**src/rtl/gobou_bias_vec_if.sv**
```systemverilog
`default_nettype none
// +------------------------------------------------------------------+
// | gobou_bias_vec_if : bias-load, mode and pixel-beat signal bundle |
// | Revision: 1.0                                                    |
// +------------------------------------------------------------------+
interface gobou_bias_vec_if #(
  parameter int DWIDTH  = 16,
  parameter int LANE    = 4,
  parameter int BAWIDTH = 4
);
  logic                     breg_we;
  logic [BAWIDTH-1:0]       breg_addr;
  logic [DWIDTH-1:0]        read_bias;
  logic [BAWIDTH:0]         ch_num;
  logic                     ch_start;
  logic                     relu_en;
  logic                     sat_en;
  logic                     in_valid;
  logic [LANE*DWIDTH-1:0]   pixel_in;
  logic                     out_valid;
  logic [LANE*DWIDTH-1:0]   pixel_out;

  modport master (
    output breg_we, breg_addr, read_bias, ch_num, ch_start,
           relu_en, sat_en, in_valid, pixel_in,
    input  out_valid, pixel_out
  );

  modport slave (
    input  breg_we, breg_addr, read_bias, ch_num, ch_start,
           relu_en, sat_en, in_valid, pixel_in,
    output out_valid, pixel_out
  );
endinterface
`default_nettype wire

```
**src/rtl/gobou_bias_vec.sv**
```systemverilog
`default_nettype none
// +------------------------------------------------------------------+
// | gobou_bias_vec : LANE-wide bias add with sat/ReLU, 2-stage pipe  |
// | Revision: 1.0                                                    |
// +------------------------------------------------------------------+
module gobou_bias_vec #(
  parameter int DWIDTH  = 16,
  parameter int LANE    = 4,
  parameter int BDEPTH  = 16,
  parameter int BAWIDTH = 4
) (
  input  logic             clk,
  input  logic             xrst,
  gobou_bias_vec_if.slave  bus
);

  localparam logic [BAWIDTH:0] C_DEPTH = (BAWIDTH+1)'(BDEPTH);
  localparam logic [BAWIDTH:0] C_ONE   = (BAWIDTH+1)'(1);

  logic [DWIDTH-1:0]      bank_q [BDEPTH];
  logic [DWIDTH-1:0]      bank_d [BDEPTH];
  logic [BAWIDTH-1:0]     ptr_q, ptr_d;
  logic [BAWIDTH-1:0]     eff_ptr;
  logic [BAWIDTH:0]       eff_ch_num;

  logic [LANE*DWIDTH-1:0] lane1_q, lane1_d;
  logic [DWIDTH-1:0]      bias1_q, bias1_d;
  logic                   relu1_q, relu1_d;
  logic                   sat1_q, sat1_d;
  logic                   v1_q, v1_d;

  logic [LANE*DWIDTH-1:0] pixel_out_q, pixel_out_d;
  logic                   out_valid_q, out_valid_d;
  logic [LANE*DWIDTH-1:0] result;
  logic [DWIDTH:0]        sum;
  logic [DWIDTH-1:0]      lane_res;
  logic [DWIDTH-1:0]      lane_val;

  // Bank write and channel pointer; ch_start forces this beat onto entry 0
  always_comb begin
    bank_d = bank_q;
    if (bus.breg_we) bank_d[bus.breg_addr] = bus.read_bias;

    eff_ch_num = (bus.ch_num == '0 || bus.ch_num > C_DEPTH) ? C_DEPTH : bus.ch_num;
    eff_ptr    = bus.ch_start ? '0 : ptr_q;

    ptr_d = ptr_q;
    if (bus.in_valid) begin
      // >= also catches a pointer stranded past a shrunken ch_num
      if ({1'b0, eff_ptr} >= eff_ch_num - C_ONE) ptr_d = '0;
      else                                       ptr_d = eff_ptr + BAWIDTH'(1);
    end
  end

  // Stage 1 captures from bank_q so a same-cycle write is seen only by later beats
  always_comb begin
    lane1_d = lane1_q;
    bias1_d = bias1_q;
    relu1_d = relu1_q;
    sat1_d  = sat1_q;
    v1_d    = bus.in_valid;
    if (bus.in_valid) begin
      lane1_d = bus.pixel_in;
      bias1_d = bank_q[eff_ptr];
      relu1_d = bus.relu_en;
      sat1_d  = bus.sat_en;
    end
  end

  always_comb begin
    result   = '0;
    sum      = '0;
    lane_res = '0;
    lane_val = '0;
    for (int i = 0; i < LANE; i++) begin
      lane_val = lane1_q[i*DWIDTH +: DWIDTH];
      sum = {lane_val[DWIDTH-1], lane_val} + {bias1_q[DWIDTH-1], bias1_q};
      // Overflow when the two top bits of the widened sum disagree
      if (sat1_q && (sum[DWIDTH] ^ sum[DWIDTH-1]))
        lane_res = sum[DWIDTH] ? {1'b1, {(DWIDTH-1){1'b0}}} : {1'b0, {(DWIDTH-1){1'b1}}};
      else
        lane_res = sum[DWIDTH-1:0];
      if (relu1_q && lane_res[DWIDTH-1]) lane_res = '0;
      result[i*DWIDTH +: DWIDTH] = lane_res;
    end

    pixel_out_d = v1_q ? result : pixel_out_q;
    out_valid_d = v1_q;
  end

  always_ff @(posedge clk) begin
    if (xrst) begin
      for (int i = 0; i < BDEPTH; i++) bank_q[i] <= '0;
      ptr_q       <= '0;
      lane1_q     <= '0;
      bias1_q     <= '0;
      relu1_q     <= 1'b0;
      sat1_q      <= 1'b0;
      v1_q        <= 1'b0;
      pixel_out_q <= '0;
      out_valid_q <= 1'b0;
    end else begin
      bank_q      <= bank_d;
      ptr_q       <= ptr_d;
      lane1_q     <= lane1_d;
      bias1_q     <= bias1_d;
      relu1_q     <= relu1_d;
      sat1_q      <= sat1_d;
      v1_q        <= v1_d;
      pixel_out_q <= pixel_out_d;
      out_valid_q <= out_valid_d;
    end
  end

  assign bus.pixel_out = pixel_out_q;
  assign bus.out_valid = out_valid_q;

endmodule
`default_nettype wire

```
**src/flat_wrapper.sv**
```systemverilog
// flat-port wrapper written by rule: the top's interface ports become plain ports
module gobou_bias_vec_flat 
#(
  parameter int DWIDTH  = 16,
  parameter int LANE    = 4,
  parameter int BDEPTH  = 16,
  parameter int BAWIDTH = 4
)
  (clk, xrst, bus_breg_we, bus_breg_addr, bus_read_bias, bus_ch_num, bus_ch_start, bus_relu_en, bus_sat_en, bus_in_valid, bus_pixel_in, bus_out_valid, bus_pixel_out);
  gobou_bias_vec_if #(.DWIDTH(DWIDTH), .LANE(LANE), .BAWIDTH(BAWIDTH)) bus_i ();
  input  logic clk;
  input  logic xrst;
  input wire logic [$bits(bus_i.breg_we)-1:0] bus_breg_we;
  input wire logic [$bits(bus_i.breg_addr)-1:0] bus_breg_addr;
  input wire logic [$bits(bus_i.read_bias)-1:0] bus_read_bias;
  input wire logic [$bits(bus_i.ch_num)-1:0] bus_ch_num;
  input wire logic [$bits(bus_i.ch_start)-1:0] bus_ch_start;
  input wire logic [$bits(bus_i.relu_en)-1:0] bus_relu_en;
  input wire logic [$bits(bus_i.sat_en)-1:0] bus_sat_en;
  input wire logic [$bits(bus_i.in_valid)-1:0] bus_in_valid;
  input wire logic [$bits(bus_i.pixel_in)-1:0] bus_pixel_in;
  output wire logic [$bits(bus_i.out_valid)-1:0] bus_out_valid;
  output wire logic [$bits(bus_i.pixel_out)-1:0] bus_pixel_out;
  assign bus_i.breg_we = bus_breg_we;
  assign bus_i.breg_addr = bus_breg_addr;
  assign bus_i.read_bias = bus_read_bias;
  assign bus_i.ch_num = bus_ch_num;
  assign bus_i.ch_start = bus_ch_start;
  assign bus_i.relu_en = bus_relu_en;
  assign bus_i.sat_en = bus_sat_en;
  assign bus_i.in_valid = bus_in_valid;
  assign bus_i.pixel_in = bus_pixel_in;
  assign bus_out_valid = bus_i.out_valid;
  assign bus_pixel_out = bus_i.pixel_out;
  gobou_bias_vec #(.DWIDTH(DWIDTH), .LANE(LANE), .BDEPTH(BDEPTH), .BAWIDTH(BAWIDTH)) u_core (.clk(clk), .xrst(xrst), .bus(bus_i));
endmodule
```
**config.mk**
```make
export PLATFORM = sky130hd
export DESIGN_NAME = gobou_bias_vec_flat
export DESIGN_NICKNAME = d
export VERILOG_FILES = /design/src/rtl/gobou_bias_vec_if.sv /design/src/rtl/gobou_bias_vec.sv /design/src/flat_wrapper.sv
export SDC_FILE = /design/constraint.sdc
export NUM_CORES = 1
export LEC_CHECK = 0
export BUFFER_PORTS_ARGS = -buffer_cell sky130_fd_sc_hd__buf_2
export CAP_MARGIN = 40
export CORE_MARGIN = 2
export CORE_UTILIZATION = 55
export CTS_CLUSTER_SIZE = 8
export DETAILED_ROUTE_END_ITERATION = 12
export GPL_ROUTABILITY_DRIVEN = 0
export PLACE_DENSITY = 0.74
export SYNTH_ARGS = -nofsm -noshare
export SYNTH_HDL_FRONTEND = slang
export SYNTH_SLANG_ARGS = --single-unit
```
**constraint.sdc**
```tcl
create_clock -name clk -period 3.2 [get_ports clk]
set_input_delay 0.64 -clock clk [delete_from_list [all_inputs] [get_ports clk]]
set_output_delay 0.64 -clock clk [all_outputs]
set_load 0.005 [all_outputs]
```
==> flow_summary.ini <==
[routing]
drc = 0
vias = 18080
drt_wl_total_mm = 58.18
first_pass_iters = 6
viasPerCell = 6.061
ant_nets = 0
drt_iter0_drc = 1549
drt-wirelength-per-cell_microns = 19.50

[layout]
fillers = 3103
final_cell_area_sq_mm = 0.02299
regArea_sq_mm = 0.008169
area_growth_pct = 13.90
fin_cells = 2983
drive_gt1_share_pct = 17.26
multiInputGateArea_sq_mm = 0.01125
nets = 2681

[min_path]
hold_path_class = in -> reg
min_to = u_core.lane1_q[58]
min_path_cells = 3
min_from = bus_pixel_in[58]

[die]
ios = 161
die_area_sq_mm = 0.03825
row_count = 70
core_area_sq_mm = 0.03635
die_h_microns = 195.6
initial_core_util_pct = 55.54
die_w_microns = 195.6

[pwr]
pwr-share-comb_pct = 8.4
intPower_mw = 8.758
p_leak_nw = 8.967
vdd_ir_drop_max_uv = 387.5
power_frac_seq_pct = 45.5
clkPwrFrac_pct = 46.1
p_sw_share_pct = 24.71
power_switching_mw = 2.875
p_per_area_mw_per_mm2 = 505.9

[grt]
grt_pass1_wl_mm = 92.49
track_usage_pct = 30.21
antenna_found_initial = 1
gr-total-overflow = 0
grt_max_degree = 156
grt_pass1_vias = 17730

[synth]
yosys.cell_count.top_type = nand2_1
synth.area.top_cells = dfxtp_1 40%, nand2_1 11%, a21oi_1 7.7%
synth_cell_types = 92
synth-simple-area-share_pct = 18.84
synth.net_count = 2568
synth-seq-cells = 408
async_flop_share_pct = 0
synth_adder_area_share_pct = 4.797
yosys_most_used_dff = dfxtp_1
synth_top_family_by_area = compound AO/OA/AOI/OAI gates
synth_edf_count = 0
synth_common_cells = 608 x nand2_1, 408 x dfxtp_1, 311 x a21oi_1, 168 x nor2_1, 134 x clkbuf_1
synth_area_sq_mm = 0.02019
synth-compound-area-share_pct = 20.06
synth_xor_area_share_pct = 2.219
ys_seq_area_share_pct = 40.46
syn_inst = 2397
synth_top_cell_area_share_pct = 40.46
synth_top_area_cell = dfxtp_1
yosysWarnings = 0
synthMuxAreaShare_pct = 9.681
synth.avg_cell_area_sq_um = 8.422

[outcome]
status = completed

[critical_path]
r2r_start = u_core.bias1_q[0]
cp.arrival_ns = 3.49
criticalPathCategory = reg -> reg
cp-end-kind = register
crit_required_ns = 3.68
r2r_cells = 10
start_kind = register
ff2ff_setup_slack_ns = 0.18
crit_fanout = 5
worst_r2r_endpoint = u_core.bus.pixel_out[14]

[timing]
min_period_ns = 3.015
tns_ns = 0
rsz0062_at_grt = false
finalCritPeriodShare_pct = 94.23
slew_headroom_pct = 40.56
fin_worst_skew_ns = 0.01893
fin_ws_ns = 0.1846
setup_viol = 0
hold_viol = 0
fmaxAchievable_mhz = 331.6
drv_slew = 0
worst_pin_slew_ns = 0.8894

[placed_design]
placed_cells = 2919
placed_area_sq_mm = 0.02146
io_buffers = 160
pre_cts_ws_ns = 0.02991
post-dp-hpwl_mm = 38.77

[clocking]
clkTransAtPathRegs_ns = 0.05
clock-sinks = 408
cts_resized = 0
cts-root-buf = clkbuf_16
cts_tree = done
clock_latency_ns = 0.62
numCtsBuffers = 57
cts.path.max_buffers = 3
cts_htree_levels = 2
hold_buffers = 0
cts_setup_buffers = 0

[flow_run]
cap_viol_max_count = 0
metrics by stage:
stage                     power, mW  hold WS (ns)  utilization (%)
after global placement        6.323        0.4327            59.03
after floorplan               6.033        0.4331                -
after CTS                     11.67        0.2500            63.22
final                         11.63        0.2599            63.26
after detailed placement      6.352        0.4427            59.05
after global routing          11.98        0.2825            63.26
layout make-up:
class / instances / area share (%)
multi-input combinational: 1793 / 48.93
clock inverter: 3 / 0.1905
clock buffer: 60 / 6.388
antenna: 1 / 0.01088
inverter: 24 / 0.3918
sequential: 408 / 35.53
timing repair buffer: 226 / 6.018
tap: 468 / 2.547
sequential cells by signal, indices dropped and copies added, names as in the netlist:
signal and flops:
u_core.bus.pixel_out 64, u_core.bias1_q 16, u_core.bus.out_valid 1, u_core.relu1_q 1
u_core.out_valid_d 1, u_core.sat1_q 1, u_core.lane1_q 64, u_core.bank_q 256
u_core.ptr_q 4
cell families after synthesis:
| group | after synthesis |
|---|---|
| AOI/OAI and AO/OA | 628 |
| xor gates and xnor gates | 49 |
| adders and majority gates | 75 |
| buffers and inverters | 196 |
| DFF | 408 |
| muxes | 134 |
| and+or+nand+nor | 907 |
critical path, stage by stage (launching register included):
cell	delay (ns)
dfxtp_2	0.38
ha_1	0.27
fa_1	0.43
a211oi_1	0.23
o311a_1	0.22
o21ai_1	0.11
a31o_2	0.28
a211oi_1	0.27
nor3b_2	0.09
a2111oi_1	0.53
o21ai_2	0.08
per-layer routing:
metal / GRT usage [%] / vias up / wire length [microns]
li1: - / 8576 / -
met1: 37.27 / 8541 / 22870
met2: 51.18 / 797 / 27680
met3: 4.732 / 165 / 4737
met4: 15.63 / 0 / 2897
met5: 0 / - / 0
power groups by stage:
stage	sequential [mW]	clock (mW)	combinational (mW)
detailed placement	5.39	0	0.961
CTS	5.29	5.41	0.966
global placement	5.39	0	0.936
finish	5.29	5.36	0.978
global route	5.30	5.61	1.07
floorplan	5.36	0	0.670
worst max-delay path by stage:
stage | startpoint | endpoint | slack, ns
floorplan | bus_ch_num[1] | u_core.ptr_q[3] | 0.37
global placement | u_core.bias1_q[0] | u_core.bus.pixel_out[42] | -0.03
detailed placement | bus_ch_num[1] | u_core.ptr_q[3] | 0.03
CTS | u_core.bias1_q[0] | u_core.bus.pixel_out[50] | 0.02
global route | u_core.bias1_q[4] | u_core.bus.pixel_out[2] | 0.01
finish | u_core.bias1_q[0] | u_core.bus.pixel_out[14] | 0.18
cell usage in the layout, fill, tap and decap left out, types with 5 or more instances in the layout:
cell and instances:
nor3_2 11, a211oi_1 11, buf_2 158, ha_1 71, o21ai_1 27, buf_12 6
a21o_1 19, dfxtp_1 407, buf_4 61, inv_1 21, nand2_1 608, nand2b_1 14
xnor2_1 30, o21ai_2 11, nor3b_2 6, o21bai_1 6, nor3_1 23, clkbuf_16 58
a31oi_1 8, xor2_1 18, or3_1 8, nor2_1 167, nand3_1 28, o22ai_1 32
mux2i_1 85, a211oi_2 11, o221ai_1 32, mux4_2 48, o211ai_1 5, o21a_1 10
and3_1 8, a21oi_1 311, a311oi_2 13, o21ai_0 74
Power figures use the tool's default switching activity.
